### src/rtl/product_accumulator_if.sv
// Handshake and data bundle between the multiplier stage, the product
// accumulator and the downstream consumer.
interface product_accumulator_if #(
    parameter int BIT_SZ = 8,
    parameter int ACC_SZ = 16,
    parameter int LEN_W  = 8
);
    logic              start;
    logic [LEN_W-1:0]  len;
    logic              sat_en;
    logic              in_valid;
    logic [BIT_SZ-1:0] in_data;
    logic              out_ready;
    logic              out_valid;
    logic [ACC_SZ-1:0] out_data;
    logic              overflow;
    logic              busy;
    logic              err;

    // Producer / consumer side
    modport master (
        output start, len, sat_en, in_valid, in_data, out_ready,
        input  out_valid, out_data, overflow, busy, err
    );

    // Accumulator side
    modport slave (
        input  start, len, sat_en, in_valid, in_data, out_ready,
        output out_valid, out_data, overflow, busy, err
    );
endinterface

### src/rtl/product_accumulator.sv
// Product accumulator: sums a programmable run of unsigned products from the
// registered multiplier stage and hands the total to the consumer through a
// valid/ready handshake. Optional saturation, sticky overflow and protocol
// error flags. All outputs come straight from registers.
module product_accumulator #(
    parameter int BIT_SZ = 8,
    parameter int ACC_SZ = 16,
    parameter int LEN_W  = 8
) (
    input logic                 clk,
    input logic                 rst_l,
    product_accumulator_if.slave bus
);

    typedef enum logic [1:0] {
        IDLE = 2'd0,
        ACC  = 2'd1,
        DONE = 2'd2
    } state_t;

    state_t             state;
    logic [ACC_SZ-1:0]  acc;
    logic [LEN_W-1:0]   remaining;
    logic               sat_mode;
    logic               out_valid_r;
    logic               busy_r;
    logic               overflow_r;
    logic               err_r;
    logic [ACC_SZ:0]    sum;

    // One bit wider than the accumulator so the carry-out is visible.
    function automatic logic [ACC_SZ:0] add_ext(input logic [ACC_SZ-1:0] a,
                                                input logic [BIT_SZ-1:0] d);
        return {1'b0, a} + (ACC_SZ+1)'(d);
    endfunction

    // Clamp to full scale on carry when saturating, otherwise keep low bits.
    function automatic logic [ACC_SZ-1:0] sat_or_wrap(input logic [ACC_SZ:0] s,
                                                      input logic sat);
        if (sat && s[ACC_SZ])
            return '1;
        return s[ACC_SZ-1:0];
    endfunction

    // Candidate sum for the product currently on the input.
    assign sum = add_ext(acc, bus.in_data);

    // Control FSM with registered result, status and error flags.
    always_ff @(posedge clk or negedge rst_l) begin
        if (!rst_l) begin
            state       <= IDLE;
            acc         <= '0;
            remaining   <= '0;
            sat_mode    <= 1'b0;
            out_valid_r <= 1'b0;
            busy_r      <= 1'b0;
            overflow_r  <= 1'b0;
            err_r       <= 1'b0;
        end else begin
            case (state)
                IDLE: begin
                    if (bus.start) begin
                        acc        <= '0;
                        overflow_r <= 1'b0;
                        err_r      <= 1'b0;
                        sat_mode   <= bus.sat_en;
                        busy_r     <= 1'b1;
                        if (bus.len != '0) begin
                            remaining <= bus.len;
                            state     <= ACC;
                        end else begin
                            out_valid_r <= 1'b1;
                            state       <= DONE;
                        end
                    end
                    // A stray product in IDLE is dropped but flagged; the
                    // flag takes priority over the clear from a coincident start.
                    if (bus.in_valid)
                        err_r <= 1'b1;
                end
                ACC: begin
                    if (bus.in_valid) begin
                        acc       <= sat_or_wrap(sum, sat_mode);
                        remaining <= remaining - 1'b1;
                        if (sum[ACC_SZ])
                            overflow_r <= 1'b1;
                        if (remaining == LEN_W'(1)) begin
                            out_valid_r <= 1'b1;
                            state       <= DONE;
                        end
                    end
                end
                DONE: begin
                    if (bus.in_valid)
                        err_r <= 1'b1;
                    if (bus.out_ready) begin
                        out_valid_r <= 1'b0;
                        busy_r      <= 1'b0;
                        state       <= IDLE;
                    end
                end
                default: begin
                    state <= IDLE;
                end
            endcase
        end
    end

    assign bus.out_valid = out_valid_r;
    assign bus.out_data  = acc;
    assign bus.overflow  = overflow_r;
    assign bus.busy      = busy_r;
    assign bus.err       = err_r;

endmodule

### src/flat_wrapper.sv
// flat-port wrapper written by rule: the top's interface ports become plain ports
module product_accumulator_flat 
#(
    parameter int BIT_SZ = 8,
    parameter int ACC_SZ = 16,
    parameter int LEN_W  = 8
)
  (clk, rst_l, bus_start, bus_len, bus_sat_en, bus_in_valid, bus_in_data, bus_out_ready, bus_out_valid, bus_out_data, bus_overflow, bus_busy, bus_err);
  product_accumulator_if #(.BIT_SZ(BIT_SZ), .ACC_SZ(ACC_SZ), .LEN_W(LEN_W)) bus_i ();
  input logic clk;
  input logic rst_l;
  input wire logic [$bits(bus_i.start)-1:0] bus_start;
  input wire logic [$bits(bus_i.len)-1:0] bus_len;
  input wire logic [$bits(bus_i.sat_en)-1:0] bus_sat_en;
  input wire logic [$bits(bus_i.in_valid)-1:0] bus_in_valid;
  input wire logic [$bits(bus_i.in_data)-1:0] bus_in_data;
  input wire logic [$bits(bus_i.out_ready)-1:0] bus_out_ready;
  output wire logic [$bits(bus_i.out_valid)-1:0] bus_out_valid;
  output wire logic [$bits(bus_i.out_data)-1:0] bus_out_data;
  output wire logic [$bits(bus_i.overflow)-1:0] bus_overflow;
  output wire logic [$bits(bus_i.busy)-1:0] bus_busy;
  output wire logic [$bits(bus_i.err)-1:0] bus_err;
  assign bus_i.start = bus_start;
  assign bus_i.len = bus_len;
  assign bus_i.sat_en = bus_sat_en;
  assign bus_i.in_valid = bus_in_valid;
  assign bus_i.in_data = bus_in_data;
  assign bus_i.out_ready = bus_out_ready;
  assign bus_out_valid = bus_i.out_valid;
  assign bus_out_data = bus_i.out_data;
  assign bus_overflow = bus_i.overflow;
  assign bus_busy = bus_i.busy;
  assign bus_err = bus_i.err;
  product_accumulator #(.BIT_SZ(BIT_SZ), .ACC_SZ(ACC_SZ), .LEN_W(LEN_W)) u_core (.clk(clk), .rst_l(rst_l), .bus(bus_i));
endmodule
### config.mk
export PLATFORM = sky130hd
export DESIGN_NAME = product_accumulator_flat
export DESIGN_NICKNAME = d
export VERILOG_FILES = /design/src/rtl/product_accumulator_if.sv /design/src/rtl/product_accumulator.sv /design/src/flat_wrapper.sv
export SDC_FILE = /design/constraint.sdc
export NUM_CORES = 1
export LEC_CHECK = 0
export BUFFER_PORTS_ARGS = -buffer_cell sky130_fd_sc_hd__buf_2
export CORE_MARGIN = 4
export CORE_UTILIZATION = 54
export DETAILED_ROUTE_END_ITERATION = 16
export PLACE_DENSITY = 0.79
export SLEW_MARGIN = 20
export SYNTH_ARGS = -nofsm -noshare
export SYNTH_HDL_FRONTEND = slang
export SYNTH_SLANG_ARGS = --single-unit
### constraint.sdc
create_clock -name clk -period 2.9 [get_ports clk]
set_input_delay 0.145 -clock clk [delete_from_list [all_inputs] [get_ports clk]]
set_output_delay 0.145 -clock clk [all_outputs]
set_load 0.01 [all_outputs]
==> summary.txt, run 1 <==
Outcome
  • Status: completed

Yosys
  • Mean area per synthesized cell: about 8.8 µm²
  • Share of flip-flops with an asynchronous set or reset after synthesis: 1.00
  • Area share of fa/ha/maj cells after synthesis: 0.0740
  • Post-synthesis net count: 255
  • Top cells by instance count after synthesis: sky130_fd_sc_hd__dfrtp_1, sky130_fd_sc_hd__o21ai_0, sky130_fd_sc_hd__a21oi_1
  • Sequential fraction of the synthesis area: 0.395
  • Number of standard cells after synthesis: 222
  • Library cell with the highest instance count after synthesis: sky130_fd_sc_hd__dfrtp_1
  • Synthesized-area fraction occupied by and/or/nand/nor cells: 0.211
  • Complex-gate fraction of the synthesized area: 0.249
  • Post-synthesis instance area: between 1500 and 2000 µm²
  • Number of unique standard cell types used by synthesis: 46
  • Most used DFF post-synth: sky130_fd_sc_hd__dfrtp_1
  • Mux contribution to synthesized area: 0.0108
  • Dominant combinational cell family by area after synthesis: compound AO/OA/AOI/OAI gates
  • Share of the synthesized area in the top cell type: 0.395
  • Post-synthesis cell type with the largest combined area: sky130_fd_sc_hd__dfrtp_1
  • Count of flip-flops with a built-in enable after synthesis: 0
  • Synthesized-area fraction occupied by xor and xnor cells: 0.0268
  • Post-synthesis register bit count: 31
  • Yosys warning count: 0
  • Leading post-synthesis cells by cell area: sky130_fd_sc_hd__dfrtp_1, sky130_fd_sc_hd__ha_1, sky130_fd_sc_hd__o21ai_0

Clock tree
  • Clock buffer depth: 2
  • Number of levels the H-tree was split into: 2
  • CTS Buf Count: 5
  • Clock root buffer master: sky130_fd_sc_hd__clkbuf_4
  • Number of cells upsized or downsized after cts: 0
  • Insertion delay of the later-clocked pin in the worst-skew pair: about 330 ps
  • Clock tree from TritonCTS: done
  • Clock tree sinks: 31
  • Reg clk slew, reported paths: roughly 100 ps

Drt
  • DRC violations left: 0
  • Via-to-Cell Ratio: between 5 and 6
  • Number of nets with antenna violations after detailed routing: 0
  • Count of TritonRoute iterations in the first routing pass: 4
  • Via count: around 1800
  • Total length of routed wires: approximately 4500 µm
  • DR iter-0 viols: 182
  • Detailed-route wire length per cell: 14.5 µm

Flow run
  • Number of max-cap violations: 0

Global route
  • Maximum number of pins on one net before global-route repair: 32
  • Gr usage total: 0.211
  • Total gr overflow: 0
  • First-pass GRT wire length: 7400 µm
  • Number of antenna violations at the first check in global routing: 0
  • Number of global-route vias before repair: between 1500 and 2000

STA
  • Fmax: roughly 0.43 GHz
  • Period utilisation layout: 0.796
  • Final slew viol count: 0
  • Worst Skew: 8.61 ps
  • Final period demand of the worst path: 2310 ps
  • Worst slew margin relative to its limit: 0.540
  • Final hold vios: 0
  • Setup Viol. Count Final: 0
  • RSZ-0062 raised after global routing: false
  • Slew at the pin with the worst max-slew slack: slightly below 700 ps
  • Sum of negative setup slack: 0 ps

Critical path
  • Worst reg-to-reg setup slack: a little under 600 ps
  • Startpoint type of the worst setup path: flip-flop
  • Worst r2r dst: u_core.remaining[2]$_DFFE_PN0P_
  • Maximum fanout encountered on the critical timing path: 12
  • Critical path capture point type: flip-flop
  • Setup CP Type: flip-flop to flip-flop
  • CP Data Required Time: about 3100 ps
  • Critical Path AT: roughly 2500 ps
  • Worst r2r src: u_core.state[0]$_DFFE_PN0P_
  • Number of cell instances on the worst register-to-register path: 5

Place
  • Placed cell areas: 2180 µm²
  • Port Buf Inserts: between 40 and 50
  • Last weighted congestion value of the routability-driven placer: about 0.84
  • Sum of net half-perimeters after detailed placement: around 3200 µm

Finish
  • Layout overhead on the synthesized area: 15.5%
  • Sequential cell area in the final layout: 776 µm²
  • Final instance area: around 2300 µm²
  • Multi-input logic area: between 1000 and 1500 µm²
  • Layout cell share with drive strength beyond 1: 0.231
  • Net total in the final layout: 296
  • Number of inserted filler cells in the final layout: 310
  • Number of inserted diodes: 0

Hold path
  • Classification of the worst-slack hold path: primary input to flip-flop
  • Hold Path End: u_core.sat_mode$_DFFE_PN0P_
  • Start point of the worst hold path: bus_sat_en
  • Instance count along the most critical hold path: 2

Die
  • Die H: a little under 70 µm
  • Number of top-level pins: between 40 and 50
  • Cell Rows: 21
  • X dimension of the die: ~68 µm
  • Starting density of the core: 0.574
  • Die area: between 4000 and 5000 µm²
  • Core Footprint: roughly 3400 µm²

Pwr
  • Worst ir drop on vdd: 607 µV
  • Leakage: between 1 and 1.5 nW
  • PwrDens: 876 nW/µm²
-- layer usage --
layer / vias up / wire (µm) / track usage
met2: 49 / 2240 / 0.366
met4: 0 / 19 / 0.0546
met1: 874 / 2000 / 0.264
met5: - / 0 / 0
li1: 902 / - / -
met3: 2 / 224 / 0.0460
-- report_power, final --
group          switching, mW  internal [mW]  total, mW
logic                  0.566          0.393      0.959
registers              0.150          0.580      0.730
clock network          0.155          0.142      0.297
-- critical path: stages (launching register included) --
cell                      delay, ps
sky130_fd_sc_hd__dfrtp_1        550
sky130_fd_sc_hd__nor2b_1        470
sky130_fd_sc_hd__nand2_1        400
sky130_fd_sc_hd__a22o_1         450
sky130_fd_sc_hd__o21ai_0        190
sky130_fd_sc_hd__o21ai_0        120
-- registers in the layout (all words and copies together), names as in the netlist --
register,flops
u_core.state,2
u_core.bus.overflow,1
u_core.sat_mode,1
u_core.bus.err,1
u_core.bus.busy,1
u_core.remaining,8
u_core.bus.out_data,16
u_core.bus.out_valid,1
-- how the worst max path moves through the flow --
stage	from	to	slack, ps	cells after the start
detailed placement	u_core.state[0]$_DFFE_PN0P_	u_core.remaining[3]$_DFFE_PN0P_	640	5
global placement	u_core.state[0]$_DFFE_PN0P_	u_core.remaining[1]$_DFFE_PN0P_	740	5
global route	u_core.state[0]$_DFFE_PN0P_	u_core.remaining[1]$_DFFE_PN0P_	380	5
CTS	u_core.state[0]$_DFFE_PN0P_	u_core.remaining[2]$_DFFE_PN0P_	590	5
floorplan	u_core.bus.out_data[0]$_DFFE_PN0P_	u_core.bus.out_data[11]$_DFFE_PN0P_	790	8
finish	u_core.state[0]$_DFFE_PN0P_	u_core.remaining[2]$_DFFE_PN0P_	590	5
-- layout make-up --
| type | instances | share of cell area |
|---|---|---|
| multi-input cells | 178 | 0.495 |
| flip-flops and latches | 31 | 0.342 |
| repair buffers | 43 | 0.0983 |
| clock buffers | 7 | 0.0287 |
| well taps | 46 | 0.0254 |
| inverters | 4 | 0.00663 |
| clock inverters | 1 | 0.00331 |
-- cells by family after synthesis --
family,Yosys count
DFF,31
buffers and inverters,13
AOI/OAI and AO/OA,78
adders and majority gates,11
muxes,2
xor gates and xnor gates,6
and+or+nand+nor,81
-- placed cells by master, fill, tap and decap left out, types with 3 or more instances in the layout --
cell type,instances
sky130_fd_sc_hd__o211ai_1,4
sky130_fd_sc_hd__inv_1,4
sky130_fd_sc_hd__a211oi_1,7
sky130_fd_sc_hd__nor2b_1,3
sky130_fd_sc_hd__o21ai_0,25
sky130_fd_sc_hd__nor3_1,9
sky130_fd_sc_hd__nand3_1,12
sky130_fd_sc_hd__ha_1,10
sky130_fd_sc_hd__a21oi_1,22
sky130_fd_sc_hd__nor2_1,18
sky130_fd_sc_hd__and2_1,3
sky130_fd_sc_hd__dfrtp_1,31
sky130_fd_sc_hd__nor2_2,3
sky130_fd_sc_hd__clkbuf_4,5
sky130_fd_sc_hd__buf_2,41
sky130_fd_sc_hd__a22oi_1,4
sky130_fd_sc_hd__nand2_1,18
sky130_fd_sc_hd__xor2_1,5
sky130_fd_sc_hd__nand2b_1,3
-- what timing repair did --
action                    CTS  global route
hold endpoints to repair   31             0
hold buffers                1             0
setup buffers               0             0
-- per-stage QoR --
stage | hold WS (ps) | setup slack (ps) | cells | util | total power, mW
after global placement | 241 | 741 | 301 | 0.639 | 1.67
after CTS | 40.2 | 589 | 310 | 0.663 | 2.00
after floorplan | -151 | 791 | 222 | - | 1.45
after global routing | 44.7 | 376 | 310 | 0.663 | 2.18
final | 51.7 | 591 | 310 | 0.663 | 1.99
after detailed placement | 235 | 643 | 301 | 0.639 | 1.69
Power figures use the tool's default switching activity.
==> run 2, diff against run 1 <==
--- a/config.mk
+++ b/config.mk
@@ -5,11 +5,12 @@
 export SDC_FILE = /design/constraint.sdc
 export NUM_CORES = 1
 export LEC_CHECK = 0
+export ABC_AREA = 1
 export BUFFER_PORTS_ARGS = -buffer_cell sky130_fd_sc_hd__buf_2
 export CORE_MARGIN = 4
-export CORE_UTILIZATION = 54
+export CORE_UTILIZATION = 50
 export DETAILED_ROUTE_END_ITERATION = 16
-export PLACE_DENSITY = 0.79
+export PLACE_DENSITY = 0.76
 export SLEW_MARGIN = 20
 export SYNTH_ARGS = -nofsm -noshare
 export SYNTH_HDL_FRONTEND = slang
==> constraint.sdc (replaced) <==
create_clock -name clk -period 1.95 [get_ports clk]
set_input_delay 0.0975 -clock clk [delete_from_list [all_inputs] [get_ports clk]]
set_output_delay 0.0975 -clock clk [all_outputs]
set_load 0.01 [all_outputs]
==> run 2 against run 1 <==
  * Non-clock buffer count increased by 2
  * First-iteration DRC count decreased by 42%
  * Wire length up 19%
  * Die area grew 21%
  * Maximum frequency increased by 28%
  * Sequential power rose by 45%
  * Via count is 21% higher
==> summary.txt, run 2 <==
Finish
  • Number of inserted diodes: 0 (unchanged)
  • Final core occ: 0.610 (-0.0530)
  • Final instance area: 2660 µm² (+17%)
  • Final Instance Count excl. Fillers: 442 (+43%)
  • Commonest non-fill, non-tap cell in the layout: sky130_fd_sc_hd__nand2_1
  • Max reg flops: 16 (unchanged)
  • Layout overhead on the synthesized area: 18.5%
  • Layout cell share with drive strength beyond 1: 0.182 (-0.0490)
  • Net total in the final layout: 422 (+43%)
  • Number of inserted filler cells in the final layout: 416 (+34%)
  • Highest-count cells in the layout ignoring fill and taps: sky130_fd_sc_hd__nand2_1, sky130_fd_sc_hd__inv_1, sky130_fd_sc_hd__buf_2

Drt
  • Number of nets with antenna violations after detailed routing: 0 (unchanged)
  • Via-to-Cell Ratio: 5.00 (-15%)
  • Total length of routed wires: 5320 µm (+19%)
  • DRC violations left: 0 (unchanged)
  • DR iter-0 viols: 106 (-42%)
  • Via count: 2210 (+21%)
  • Count of TritonRoute iterations in the first routing pass: 4 (unchanged)
  • Detailed-route wire length per cell: 12.0 µm (-17%)

Yosys
  • Synthesized-area fraction occupied by xor and xnor cells: 0.0156 (-0.0112)
  • Mean area per synthesized cell: 6.59 µm² (-25%)
  • Number of standard cells after synthesis: 340 (+53%)
  • Post-synthesis cell type with the largest combined area: sky130_fd_sc_hd__dfrtp_1
  • Library cell with the highest instance count after synthesis: sky130_fd_sc_hd__nand2_1
  • Yosys warning count: 0 (unchanged)
  • Share of flip-flops with an asynchronous set or reset after synthesis: 1.00 (unchanged)
  • Most used DFF post-synth: sky130_fd_sc_hd__dfrtp_1
  • Post-synthesis instance area: 2240 µm² (+14%)
  • Mux contribution to synthesized area: 0.00446 (-0.00638)
  • Number of unique standard cell types used by synthesis: 31 (-33%)
  • Post-synthesis register bit count: 31 (unchanged)
  • Sequential fraction of the synthesis area: 0.346 (-0.0494)
  • Leading post-synthesis cells by cell area: sky130_fd_sc_hd__dfrtp_1, sky130_fd_sc_hd__nand2_1, sky130_fd_sc_hd__inv_1
  • Area share of fa/ha/maj cells after synthesis: 0.0647 (-0.00925)
  • Dominant combinational cell family by area after synthesis: simple AND/OR/NAND/NOR gates
  • Post-synthesis net count: 373 (+46%)
  • Top cells by instance count after synthesis: sky130_fd_sc_hd__nand2_1, sky130_fd_sc_hd__inv_1, sky130_fd_sc_hd__dfrtp_1
  • Synthesized-area fraction occupied by and/or/nand/nor cells: 0.383 (+0.172)
  • Share of the synthesized area in the top cell type: 0.346 (-0.0494)
  • Count of flip-flops with a built-in enable after synthesis: 0 (unchanged)
  • Complex-gate fraction of the synthesized area: 0.0898 (-0.160)

STA
  • Final slew viol count: 0 (unchanged)
  • Fmax: 0.553 GHz (+28%)
  • Slew at the pin with the worst max-slew slack: 711 ps (+20.9 ps)
  • Final period demand of the worst path: 1810 ps (-501 ps)
  • Period utilisation layout: 0.928 (+0.131)
  • Sum of negative setup slack: 0 ps (unchanged)
  • Setup Viol. Count Final: 0 (unchanged)
  • Worst Skew: 6.14 ps (-2.47 ps)
  • RSZ-0062 raised after global routing: false
  • Final hold vios: 0 (unchanged)
  • Worst slew margin relative to its limit: 0.526 (-0.0139)

Pwr
  • Switching share of power: 0.467 (+0.0280)
  • Leakage: 1.53 nW (+42%)
  • PwrDens: 1250 nW/µm² (+42%)
  • Total power: 3.31 mW (+67%)
  • Clock share of power: 0.155 (+0.006)
  • Cell Int Power: 1.77 mW (+59%)
  • Switching pwr: 1.55 mW (+78%)
  • Part of the power in registers: 0.321 (-0.047)
  • Worst ir drop on vdd: 859 µV (+42%)
  • Combinational Power Share: 0.524 (+0.041)

Die
  • Core Footprint: 4350 µm² (+27%)
  • Die H: 75.0 µm (+9.8%)
  • Number of top-level pins: 42 (unchanged)
  • Die area: 5620 µm² (+21%)
  • X dimension of the die: 75.0 µm (+9.8%)
  • Starting density of the core: 0.515 (-0.0594)
  • Cell Rows: 24 (+14%)

Place
  • Number of placed instances with taps included: 431 (+43%)
  • Placed cell areas: 2500 µm² (+15%)
  • Last weighted congestion value of the routability-driven placer: 0.860 (+2.7%)
  • Port Buf Inserts: 41 (unchanged)
  • Sum of net half-perimeters after detailed placement: 3790 µm (+18%)

Global route
  • First-pass GRT wire length: 9000 µm (+22%)
  • Number of antenna violations at the first check in global routing: 0 (unchanged)
  • Maximum number of pins on one net before global-route repair: 32 (unchanged)
  • Gr usage total: 0.210 (-0.000664)
  • Total gr overflow: 0 (unchanged)
  • Number of global-route vias before repair: 2158 (+31%)

Clock tree
  • Clock root buffer master: sky130_fd_sc_hd__clkbuf_8
  • Insertion delay of the later-clocked pin in the worst-skew pair: 300 ps (-30 ps)
  • Clock tree from TritonCTS: done
  • Clock buffer depth: 2 (unchanged)
  • Reg clk slew, reported paths: 70 ps (-30 ps)
  • Clock tree sinks: 31 (unchanged)
  • CTS Buf Count: 5 (unchanged)
  • Number of levels the H-tree was split into: 2 (unchanged)

Critical path
  • Startpoint type of the worst setup path: flip-flop
  • CP Data Required Time: 2140 ps (-950 ps)
  • Setup CP Type: flip-flop to flip-flop
  • Maximum fanout encountered on the critical timing path: 8 (-4)
  • Critical Path AT: 2000 ps (-500 ps)
  • Critical path capture point type: flip-flop

Outcome
  • Status: completed

Hold path
  • Classification of the worst-slack hold path: primary input to flip-flop

Flow run
  • Number of max-cap violations: 0 (unchanged)
-- run 2: stage by stage --
stage / hold slack (ps) / setup slack [ps]
global placement: 198 / 90.1
detailed placement: 197 / -5.87
global route: 95.7 / 9.02
CTS: 63.4 / 14.6
floorplan: -198 / 92.9
finish: 70.1 / 141
-- run 2: repair_timing --
item	in CTS	in global routing
setup buffers	0	0
pin swaps	0	1
hold buffers	2	0
hold endpoints to repair	32	0
setup endpoints to repair	1	16
cloned	1	0
resized for setup	0	8
-- run 2: worst paths after layout --
kind                                               startpoint                                  to  slack (ps)  depth (start not counted)
max                        u_core.bus.out_data[0]$_DFFE_PN0P_  u_core.bus.out_data[8]$_DFFE_PN0P_         140                         10
min                                                bus_len[2]     u_core.remaining[2]$_DFFE_PN0P_          70                          3
max in group asynchronous                               rst_l         u_core.bus.busy$_DFFE_PN0P_        1110                          2
min in group asynchronous                               rst_l  u_core.bus.out_data[0]$_DFFE_PN0P_         390                          2
min reg2reg                u_core.bus.out_data[0]$_DFFE_PN0P_  u_core.bus.out_data[0]$_DFFE_PN0P_         510                          2
max reg2reg                u_core.bus.out_data[0]$_DFFE_PN0P_  u_core.bus.out_data[8]$_DFFE_PN0P_         140                         10
-- run 2: final cells by class --
| type | count | area, µm² | area share |
|---|---|---|---|
| tap | 52 | 65.1 | 0.0245 |
| inverter | 50 | 190 | 0.0716 |
| clock inverter | 2 | 12.5 | 0.00471 |
| timing repair buffer | 45 | 240 | 0.0904 |
| sequential | 31 | 776 | 0.292 |
| multi-input combinational | 256 | 1300 | 0.490 |
| clock buffer | 6 | 72.6 | 0.0273 |
-- run 2: cell families (layout without fill, tap and decap cells) --
logic type	count (synthesis)	in the layout
DFF	31	31
muxes	1	1
xor gates and xnor gates	4	4
buffers and inverters	54	103
adders and majority gates	11	11
and+or+nand+nor	203	204
AOI/OAI and AO/OA	36	36
-- run 2: power groups by stage --
stage          registers [mW]  clock network [mW]  logic [mW]
6_report                 1.06               0.514        1.74
5_1_grt                  1.10               0.547        2.02
4_1_cts                  1.05               0.529        1.72
3_5_place_dp             1.06                   0        1.71
3_3_place_gp             1.05                   0        1.67
2_1_floorplan            1.08                   0        1.24
-- run 2: critical path, stage by stage (launching register included) --
cell and delay (ps):
sky130_fd_sc_hd__dfrtp_1 390, sky130_fd_sc_hd__ha_1 230, sky130_fd_sc_hd__fa_2 350, sky130_fd_sc_hd__nand2_2 110, sky130_fd_sc_hd__a21oi_4 80, sky130_fd_sc_hd__nand3_2 90, sky130_fd_sc_hd__nand2_4 80, sky130_fd_sc_hd__nand3_4 120
sky130_fd_sc_hd__o21ai_0 120, sky130_fd_sc_hd__nand2_1 80, sky130_fd_sc_hd__nand2_1 50
-- run 2: per-layer routing --
layer / global-route usage / share of wire
met5: 0 / 0
met4: 0.101 / 0.017
met3: 0.0481 / 0.052
met2: 0.360 / 0.50
met1: 0.247 / 0.43
==> run 3, diff against run 2 <==
--- a/config.mk
+++ b/config.mk
@@ -10,6 +10,7 @@
 export CORE_MARGIN = 4
 export CORE_UTILIZATION = 50
 export DETAILED_ROUTE_END_ITERATION = 16
+export HOLD_SLACK_MARGIN = 0.1
 export PLACE_DENSITY = 0.76
 export SLEW_MARGIN = 20
 export SYNTH_ARGS = -nofsm -noshare
==> run 3 against run 2 <==
  * Worst setup slack better by 1.9 ps
  * Critical path depth stayed put
  * Final cell count is 0.90% higher
  * Sequential share of layout area is 0.43 points lower
  * Maximum frequency is 0.11% higher
  * Clock-buffer cell count stayed put
  * Global-route usage is 0.11 points higher
  * Die area stayed put
  * Highest routed layer unchanged
==> summary.txt, run 3 (synthesis results as in run 2) <==
Outcome
  • Status: completed

Flow run
  • Number of max-cap violations: 0 (unchanged)

Clock tree
  • Clock root buffer master: sky130_fd_sc_hd__clkbuf_8
  • Clock buffer depth: 2 (unchanged)
  • CTS Buf Count: 5 (unchanged)
  • Number of levels the H-tree was split into: 2 (unchanged)
  • Clock tree sinks: 31 (unchanged)
  • Reg clk slew, reported paths: 70 ps (about the same)
  • Buffers inserted during post-CTS setup optimization: 0 (unchanged)
  • Clock tree from TritonCTS: done
  • Insertion delay of the later-clocked pin in the worst-skew pair: 300 ps (about the same)

STA
  • Worst Skew: 6.33 ps (+0.187 ps)
  • Period utilisation layout: 0.927 (-0.000995)
  • Fmax: 0.553 GHz (+0.11%)
  • Setup Viol. Count Final: 0 (unchanged)
  • Final period demand of the worst path: 1810 ps (-1.94 ps)
  • RSZ-0062 raised after global routing: false
  • Slew at the pin with the worst max-slew slack: 711 ps (+0.355 ps)
  • Worst slew margin relative to its limit: 0.526 (about the same)
  • Final hold vios: 0 (unchanged)
  • Final slew viol count: 0 (unchanged)

Pwr
  • Leakage: 1.55 nW (+1.1%)
  • Clock share of power: 0.155 (about the same)
  • Switching share of power: 0.466 (-0.000472)
  • Cell Int Power: 1.77 mW (+0.29%)
  • Worst ir drop on vdd: 862 µV (+0.36%)
  • Part of the power in registers: 0.320 (about the same)
  • Switching pwr: 1.55 mW (+0.10%)
  • Combinational Power Share: 0.525 (about the same)
  • PwrDens: 1230 nW/µm² (-1.3%)
  • Total power: 3.32 mW (+0.21%)

Place
  • Sum of net half-perimeters after detailed placement: 3790 µm (unchanged)
  • Port Buf Inserts: 41 (unchanged)
  • Number of placed instances with taps included: 431 (unchanged)
  • Placed cell areas: 2500 µm² (unchanged)
  • Last weighted congestion value of the routability-driven placer: 0.860 (unchanged)

Die
  • Number of top-level pins: 42 (unchanged)
  • X dimension of the die: 75.0 µm (unchanged)
  • Core Footprint: 4350 µm² (unchanged)
  • Die area: 5620 µm² (unchanged)
  • Starting density of the core: 0.515 (unchanged)
  • Cell Rows: 24 (unchanged)
  • Die H: 75.0 µm (unchanged)

Drt
  • DR iter-0 viols: 106 (unchanged)
  • Detailed-route wire length per cell: 12.0 µm (-0.67%)
  • Total length of routed wires: 5330 µm (+0.23%)
  • Via-to-Cell Ratio: 4.99 (-0.13%)
  • DRC violations left: 0 (unchanged)
  • Count of TritonRoute iterations in the first routing pass: 4 (unchanged)
  • Via count: 2227 (+0.77%)
  • Number of nets with antenna violations after detailed routing: 0 (unchanged)

Global route
  • First-pass GRT wire length: 9070 µm (+0.69%)
  • Total gr overflow: 0 (unchanged)
  • Maximum number of pins on one net before global-route repair: 32 (unchanged)
  • Number of global-route vias before repair: 2183 (+1.2%)
  • Number of antenna violations at the first check in global routing: 0 (unchanged)
  • Gr usage total: 0.211 (+0.00111)

Finish
  • Commonest non-fill, non-tap cell in the layout: sky130_fd_sc_hd__nand2_1
  • Final Instance Count excl. Fillers: 446 (+0.90%)
  • Number of inserted diodes: 0 (unchanged)
  • Number of inserted filler cells in the final layout: 410 (-1.4%)
  • Layout overhead on the synthesized area: 20.3%
  • Final instance area: 2700 µm² (+1.5%)
  • Highest-count cells in the layout ignoring fill and taps: sky130_fd_sc_hd__nand2_1, sky130_fd_sc_hd__inv_1, sky130_fd_sc_hd__buf_2
  • Layout cell share with drive strength beyond 1: 0.180 (-0.00185)
  • Net total in the final layout: 426 (+0.95%)
  • Max reg flops: 16 (unchanged)

Critical path
  • Maximum fanout encountered on the critical timing path: 8 (unchanged)
  • Critical path capture point type: flip-flop
  • CP Data Required Time: 2150 ps (about the same)
  • Worst-path cell with the longest stage delay: sky130_fd_sc_hd__dfrtp_1
  • Top cell by count, worst path: sky130_fd_sc_hd__nand2_1
  • List of cells traversed by the critical path: ha_1, fa_2, nand2_2, a21oi_4, nand3_2, nand2_4, nand3_4, o21ai_0, nand2_1, nand2_1
  • Critical Path AT: 2000 ps (about the same)
  • Startpoint type of the worst setup path: flip-flop
  • CP peak stage delay: 390 ps (about the same)
  • Setup CP Type: flip-flop to flip-flop

Hold path
  • Classification of the worst-slack hold path: primary input to flip-flop
==> run 3: cell count changes in the layout (fill, tap and decap cells not counted) <==
| cell | previous run | this run |
|---|---|---|
| sky130_fd_sc_hd__dlygate4sd3_1 | 2 | 6 |
==> run 3: final timing paths <==
check	start	to	slack, ps	cells after the start
worst max-delay path	u_core.bus.out_data[0]$_DFFE_PN0P_	u_core.bus.out_data[8]$_DFFE_PN0P_	140	10
worst min-delay path	bus_len[5]	u_core.remaining[5]$_DFFE_PN0P_	110	3
worst max register to register	u_core.bus.out_data[0]$_DFFE_PN0P_	u_core.bus.out_data[8]$_DFFE_PN0P_	140	10
worst min register to register	u_core.bus.out_data[0]$_DFFE_PN0P_	u_core.bus.out_data[0]$_DFFE_PN0P_	510	2
max in group asynchronous	rst_l	u_core.bus.busy$_DFFE_PN0P_	1110	2
min in group asynchronous	rst_l	u_core.bus.out_data[0]$_DFFE_PN0P_	390	2
==> run 3: through the flow <==
stage / setup TNS (ps) / setup slack (ps) / hold WS, ps / utilization
after floorplan: 0 / 92.9 / -198 / -
after global placement: 0 / 90.1 / 198 / 0.574
after detailed placement: -5.87 / -5.87 / 197 / 0.574
after CTS: 0 / 14.6 / 102 / 0.610
after global routing: 0 / 9.02 / 126 / 0.620
final: 0 / 143 / 108 / 0.620
==> run 3: timing repair <==
action / CTS / global route
hold buffers: 6 / 0
cloned: 1 / 0
gates resized for setup: 0 / 8
hold endpoints to repair: 36 / 0
pin swaps: 0 / 1
setup endpoints to repair: 1 / 16
==> run 3: final cells by class <==
type                       count  area [µm²]  area share
multi-input combinational    256        1300       0.482
sequential                    31         776       0.288
timing repair buffer          49         280       0.104
inverter                      50         190      0.0705
clock buffer                   6        72.6      0.0269
tap                           52        65.1      0.0241
clock inverter                 2        12.5     0.00464
==> run 3: critical path: cells and delay by family, from the launching register on <==
kind,cells,cell delay [ps]
adders and majority gates,2,580
AOI/OAI and AO/OA,2,200
DFF,1,390
and+or+nand+nor,6,530
==> run 3: layer usage <==
layer  part of all wire  global-route usage  wire, µm  up-vias
met5                  0                   0         0        -
met4              0.019               0.101       104        0
met3              0.054              0.0481       286       10
met2               0.50               0.363      2670       56
met1               0.43               0.248      2270      995
li1                   -                   -         -     1166
==> run 3: power groups by stage <==
stage               clock (mW)  sequential (mW)  combinational, mW
detailed placement           0             1.06               1.71
finish                   0.515             1.06               1.74
CTS                      0.529             1.05               1.73
global route             0.547             1.10               2.02
global placement             0             1.05               1.67
floorplan                    0             1.08               1.24
